$ cat config.mk
export PLATFORM = sky130hd
export DESIGN_NAME = dram_cmd_scheduler
export DESIGN_NICKNAME = d
export VERILOG_FILES = /design/src/rtl/dram_cmd_scheduler_pkg.sv /design/src/rtl/dram_cmd_scheduler_bank_timer.sv /design/src/rtl/dram_cmd_scheduler.sv
export SDC_FILE = /design/constraint.sdc
export NUM_CORES = 1
export LEC_CHECK = 0
export ABC_CLOCK_PERIOD_IN_PS = 12600
export BUFFER_PORTS_ARGS = -buffer_cell sky130_fd_sc_hd__clkbuf_2
export CAP_MARGIN = 40
export CORE_ASPECT_RATIO = 1.75
export CORE_MARGIN = 1
export CORE_UTILIZATION = 60
export DETAILED_ROUTE_END_ITERATION = 12
export PLACE_DENSITY = 0.83
export REMOVE_ABC_BUFFERS = 1
export SYNTH_ARGS = -nofsm -noshare
export SYNTH_HDL_FRONTEND = slang
export SYNTH_HIERARCHICAL = 1
export SYNTH_SLANG_ARGS = --single-unit
$ cat constraint.sdc
create_clock -name clk -period 12.6 [get_ports clk]
set_clock_uncertainty 0.15 [all_clocks]
set_input_delay 0.63 -clock clk [delete_from_list [all_inputs] [get_ports clk]]
set_output_delay 0.63 -clock clk [all_outputs]
set_load 0.1 [all_outputs]
$ cat src/rtl/dram_cmd_scheduler_pkg.sv
// dram_cmd_scheduler_pkg: shared types, timing defaults and counter helpers for the DDR4 command scheduler
package dram_cmd_scheduler_pkg;
  localparam int NUM_BG = 4;
  localparam int BANKS_PER_BG = 4;
  localparam int NUM_BANKS = NUM_BG * BANKS_PER_BG;
  localparam int CNT_W = 8;
  localparam int DEF_CLK_RATIO = 2;
  localparam int DEF_T_RCD = 24;
  localparam int DEF_T_RP = 24;
  localparam int DEF_T_RAS = 52;
  localparam int DEF_T_CCD_L = 8;
  localparam int DEF_T_CCD_S = 4;
  localparam int DEF_T_RRD = 4;
  typedef enum logic [2:0] {CMD_NOP, CMD_ACT, CMD_PRE, CMD_RD, CMD_WR} dram_cmd_t;
  typedef enum logic [2:0] {ST_IDLE, ST_DECIDE, ST_PRE, ST_ACT, ST_COL} sched_state_t;
  typedef struct packed {
    logic [31:0] time_stamp;
    logic [1:0]  op;
    logic [32:0] addr;
  } parser_out_struct_t;
  typedef struct packed {
    logic [14:0] row;
    logic [7:0]  col_hi;
    logic [1:0]  bank;
    logic [1:0]  bg;
    logic [2:0]  col_lo;
    logic [2:0]  offset;
  } dram_addr_t;
  typedef struct packed {
    logic             open;
    logic [14:0]      row;
    logic [CNT_W-1:0] rcd;
    logic [CNT_W-1:0] rp;
    logic [CNT_W-1:0] ras;
  } bank_state_t;
  function automatic logic [CNT_W-1:0] load_val(input int t);
    return t > 0 ? CNT_W'(t - 1) : '0;
  endfunction
  function automatic logic [CNT_W-1:0] tick_dec(input logic [CNT_W-1:0] c, input logic tick);
    return (tick && c != '0) ? c - CNT_W'(1) : c;
  endfunction
endpackage

$ cat src/rtl/dram_cmd_scheduler_bank_timer.sv
// bank_timer: open-row tracking and tRCD/tRP/tRAS down-counters for one DRAM bank
module bank_timer import dram_cmd_scheduler_pkg::*; #(
  parameter int T_RCD = DEF_T_RCD,
  parameter int T_RP = DEF_T_RP,
  parameter int T_RAS = DEF_T_RAS
) (
  input  logic        clk,
  input  logic        rst,
  input  logic        tick,
  input  logic        act,
  input  logic        pre,
  input  logic [14:0] act_row,
  output logic        is_open,
  output logic [14:0] open_row,
  output logic        can_act,
  output logic        can_pre,
  output logic        can_col
);
  bank_state_t s;
  always_ff @(posedge clk)
    if (rst) s <= '0;
    else begin
      s.open <= act ? 1'b1 : pre ? 1'b0 : s.open;
      s.row <= act ? act_row : s.row;
      s.rcd <= act ? load_val(T_RCD) : tick_dec(s.rcd, tick);
      s.ras <= act ? load_val(T_RAS) : tick_dec(s.ras, tick);
      s.rp <= pre ? load_val(T_RP) : tick_dec(s.rp, tick);
    end
  assign is_open = s.open;
  assign open_row = s.row;
  assign can_act = s.rp == '0;
  assign can_pre = s.ras == '0;
  assign can_col = s.rcd == '0;
endmodule

$ cat src/rtl/dram_cmd_scheduler.sv
// dram_cmd_scheduler: in-order open-page DDR4 command issue for the queue head with per-bank and global timing
module dram_cmd_scheduler import dram_cmd_scheduler_pkg::*; #(
  parameter int CLK_RATIO = DEF_CLK_RATIO,
  parameter int T_RCD = DEF_T_RCD,
  parameter int T_RP = DEF_T_RP,
  parameter int T_RAS = DEF_T_RAS,
  parameter int T_CCD_L = DEF_T_CCD_L,
  parameter int T_CCD_S = DEF_T_CCD_S,
  parameter int T_RRD = DEF_T_RRD
) (
  input  logic               clk,
  input  logic               rst,
  input  logic               head_valid,
  input  parser_out_struct_t head,
  output logic               pop,
  output logic               cmd_valid,
  output dram_cmd_t          cmd,
  output logic [1:0]         cmd_bg,
  output logic [1:0]         cmd_bank,
  output logic [14:0]        cmd_addr,
  output logic               busy
);
  localparam int PH_W = CLK_RATIO > 1 ? $clog2(CLK_RATIO) : 1;
  sched_state_t st, st_n;
  parser_out_struct_t req;
  dram_addr_t a;
  logic [PH_W-1:0] phase;
  logic tick, issue, hit, col_ok, unused_ok;
  logic [3:0] idx;
  logic [NUM_BANKS-1:0] b_open, b_can_act, b_can_pre, b_can_col, b_act, b_pre;
  logic [14:0] b_row [NUM_BANKS];
  logic [CNT_W-1:0] rrd_cnt, ccd_cnt;
  logic [1:0] ccd_bg;
  assign a = dram_addr_t'(req.addr);
  assign idx = {a.bg, a.bank};
  assign tick = phase == '0;
  assign hit = b_open[idx] && b_row[idx] == a.row;
  assign col_ok = b_can_col[idx] && (ccd_cnt == '0 || (ccd_bg != a.bg && ccd_cnt <= CNT_W'(T_CCD_L - T_CCD_S)));
  assign issue = tick && !rst && (st == ST_PRE ? b_can_pre[idx] : st == ST_ACT ? b_can_act[idx] && rrd_cnt == '0 : st == ST_COL && col_ok);
  assign unused_ok = ^{req.time_stamp, a.offset};
  always_comb begin
    st_n = st;
    case (st)
      ST_IDLE: st_n = head_valid ? ST_DECIDE : ST_IDLE;
      ST_DECIDE: st_n = !b_open[idx] ? ST_ACT : hit ? ST_COL : ST_PRE;
      ST_PRE: st_n = issue ? ST_ACT : ST_PRE;
      ST_ACT: st_n = issue ? ST_COL : ST_ACT;
      ST_COL: st_n = issue ? ST_IDLE : ST_COL;
      default: st_n = ST_IDLE;
    endcase
  end
  always_ff @(posedge clk)
    if (rst) begin
      st <= ST_IDLE;
      req <= '0;
      phase <= '0;
      rrd_cnt <= '0;
      ccd_cnt <= '0;
      ccd_bg <= '0;
    end else begin
      st <= st_n;
      if (st == ST_IDLE && head_valid) req <= head;
      phase <= phase == PH_W'(CLK_RATIO - 1) ? '0 : phase + PH_W'(1);
      rrd_cnt <= b_act != '0 ? load_val(T_RRD) : tick_dec(rrd_cnt, tick);
      ccd_cnt <= pop ? load_val(T_CCD_L) : tick_dec(ccd_cnt, tick);
      if (pop) ccd_bg <= a.bg;
    end
  assign cmd_valid = issue;
  assign pop = issue && st == ST_COL;
  assign cmd = !issue ? CMD_NOP : st == ST_PRE ? CMD_PRE : st == ST_ACT ? CMD_ACT : req.op == 2'd1 ? CMD_WR : CMD_RD;
  assign cmd_bg = issue ? a.bg : '0;
  assign cmd_bank = issue ? a.bank : '0;
  assign cmd_addr = !issue ? '0 : st == ST_ACT ? a.row : st == ST_COL ? {4'b0, a.col_hi, a.col_lo} : '0;
  assign busy = st != ST_IDLE;
  for (genvar g = 0; g < NUM_BANKS; g++) begin : g_bank
    assign b_act[g] = issue && st == ST_ACT && idx == 4'(g);
    assign b_pre[g] = issue && st == ST_PRE && idx == 4'(g);
    bank_timer #(.T_RCD(T_RCD), .T_RP(T_RP), .T_RAS(T_RAS)) u_bank (
      .clk(clk),
      .rst(rst),
      .tick(tick),
      .act(b_act[g]),
      .pre(b_pre[g]),
      .act_row(a.row),
      .is_open(b_open[g]),
      .open_row(b_row[g]),
      .can_act(b_can_act[g]),
      .can_pre(b_can_pre[g]),
      .can_col(b_can_col[g])
    );
  end
endmodule

==> impl_metrics.env <==
export IMPL_grt_pass1_vias=26800
export IMPL_rrSetupSlack_ps=6690
export IMPL_async_reset_ff_share_pct=0
export IMPL_num_nets_final=3813
export IMPL_clock_latency_ps=630
export IMPL_cts_setup_buffers=0
export IMPL_setup_viol=0
export IMPL_worstMarginPinSlew_ps=1050
export IMPL_ys_types=61
export IMPL_dieWidth_um=187
export IMPL_hold_depth=3
export IMPL_num_vias=27500
export IMPL_final_util_pct=62.5
export IMPL_hold_path_class="in -> reg"
export IMPL_drv_cap=0
export IMPL_start_util_pct=60.8
export IMPL_drtIter0Drc=2083
export IMPL_clockBufferDepth=3
export IMPL_drive_gt1_share_pct=10.5
export IMPL_fin_crit_sh_pct=53.1
export IMPL_wl_per_cell_um=18.1
export IMPL_critPathRequiredTime_ps=11820
export IMPL_synth_common_cells="dfxtp_1, nor2_1, mux2i_1"
export IMPL_num_io_pins=95
export IMPL_grtUsageTotal_pct=25.9
export IMPL_leakage_nw=13.3
export IMPL_finalMaxSlewViolations=0
export IMPL_syn_area_um2=36000
export IMPL_synth_area_leaders="dfxtp_1, mux2i_1, nor2_1"
export IMPL_placedCellCount=4362
export IMPL_hold_buffers=0
export IMPL_port_buffer_count=59
export IMPL_ys_flop_type="dfxtp_1"
export IMPL_fp_row_count=118
export IMPL_pre_cts_ws_ps=6780
export IMPL_drt_first_pass_iters=6
export IMPL_hold_path_end="a[17]"
export IMPL_core_area_um2=59200
export IMPL_hold_start="head[17]"
export IMPL_p_per_area_nw_per_um2=246
export IMPL_critPathLaunchType="flip-flop"
export IMPL_yosysMostFrequentCell="dfxtp_1"
export IMPL_grt_antenna_before_repair=0
export IMPL_hold_viol_final=0
export IMPL_synth_edf_count=0
export IMPL_cp_end_kind="primary output"
export IMPL_r2r_end="g_bank[10].u_bank/s[17]"
export IMPL_fin_ws_ps=5920
export IMPL_relSlewSlack_pct=29.8
export IMPL_syn_instance_count=3923
export IMPL_cp_max_fo=38
export IMPL_final_cells=4468
export IMPL_synth_seq_cells=694
export IMPL_synthToLayoutAreaGrowth_pct=2.70
export IMPL_numClockSinks=694
export IMPL_grt_pass1_wl_um=132000
export IMPL_diodes=0
export IMPL_post_drt_via_cell_ratio=6.15
export IMPL_regToRegStartpoint="a[9]"
export IMPL_numCtsBuffers=59
export IMPL_rsz0062_at_grt="no"
export IMPL_crit_type="reg -> out"
export IMPL_ys_seq_area_share_pct=38.6
export IMPL_grt_max_degree=222
export IMPL_die_h_um=326
export IMPL_cts_root_buf="clkbuf_16"
export IMPL_synth_top_cell_by_area="dfxtp_1"
export IMPL_post_cts_resized=0
export IMPL_fin_tns_setup_ps=0
export IMPL_avgSynthCellArea_um2=9.18
export IMPL_gp_congestion=0.870
export IMPL_yosysWarnings=6
export IMPL_rr_worst_depth=12
export IMPL_gr_total_overflow=0
export IMPL_drc=0
export IMPL_crit_arrival_ps=5900
export IMPL_vdd_drop_max_mv=0.132
export IMPL_synth_top_area_share_pct=38.6
export IMPL_h_tree_depth=2
export IMPL_design_die_area_um2=61000
export IMPL_layout_min_cycle_time_ps=6680
export IMPL_drt_wl_total_um=81000
export IMPL_dpl_hpwl_um=53100
export IMPL_max_freq_mhz=150
export IMPL_drtAntennaViolNets=0
export IMPL_cts_tree="done"
export IMPL_path_clk_slew_ps=70
export IMPL_status="complete, no violations"
==> worst max-delay path, cell delays in order (launching register included) <==
cell      delay (ps)
dfxtp_4          610
buf_4            570
buf_4            640
mux4_1           370
a22oi_1          130
nand2_1          320
a31oi_1          130
a21oi_1          310
buf_4            240
nor2b_2          670
buf_4            380
a22o_1           350
clkbuf_2         520
==> kinds of logic after synthesis <==
kind of cell,after synthesis,synth area share (%)
buffers and inverters,592,9.04
and+or+nand+nor,1255,18.3
xor gates and xnor gates,235,5.71
adders and majority gates,100,3.47
AOI/OAI and AO/OA,672,11.9
DFF,694,38.6
muxes,375,13.0
==> placed cells by master, fill, tap and decap left out, drive strengths merged, types with 84 or more instances in the layout <==
| cell | n |
|---|---|
| dfxtp | 694 |
| nor2 | 515 |
| mux2i | 291 |
| a21oi | 233 |
| nor3 | 180 |
| inv | 157 |
| xor2 | 151 |
| clkbuf | 143 |
| nand2 | 119 |
| o21ai | 104 |
| ha | 100 |
| or4 | 97 |
| xnor2 | 84 |
==> report_power, final <==
| part | leakage (nW) | switching [W] | internal, W |
|---|---|---|---|
| registers | 5.67 | 0.000643 | 0.00276 |
| clock network | 0.949 | 0.000829 | 0.00102 |
| logic | 6.67 | 0.00205 | 0.00181 |
==> stage by stage <==
step,hold slack [ps],power [W],cell area (µm²)
after detailed placement,299,0.00722,35100
after global placement,292,0.00708,35000
final,74.2,0.00910,37000
after floorplan,281,0.00638,33300
after CTS,47.6,0.00910,37000
after global routing,69.4,0.00976,37000
==> worst max path at each step <==
stage               slack [ps]  cells after the start  start           to
floorplan                 3150                      7   a[8]  cmd_addr[0]
global placement          6410                     10   a[8]  cmd_addr[1]
detailed placement        6780                     11   a[8]  cmd_addr[1]
CTS                       6120                     11   a[8]  cmd_addr[1]
finish                    5920                     12   a[9]  cmd_addr[1]
global route              5790                     12   a[8]  cmd_addr[1]
==> state kept, by name (all words and copies together), names as in the netlist <==
register / cells
phase: 1
st: 3
rrd_cnt: 8
g_bank.u_bank/is_open: 16
ccd_cnt: 8
g_bank.u_bank/s: 384
g_bank.u_bank/open_row: 240
ccd_bg: 2
req: 2
a: 30
==> cell type report <==
cell class	count	area, µm²
fillers	4668	22200
repair buffers	96	633
inverters	155	587
multi-input cells	2637	19000
clock inverters	21	229
flip-flops and latches	694	13900
clock buffers	85	1700
well taps	780	976
==> per-layer routing <==
layer / up-vias / track usage (%) / wire length, µm
met5: - / 0 / 0
met3: 206 / 2.95 / 3960
met4: 0 / 13.5 / 3820
li1: 13300 / - / -
met1: 13300 / 29.1 / 31300
met2: 708 / 47.9 / 42000
Power figures use the tool's default switching activity.
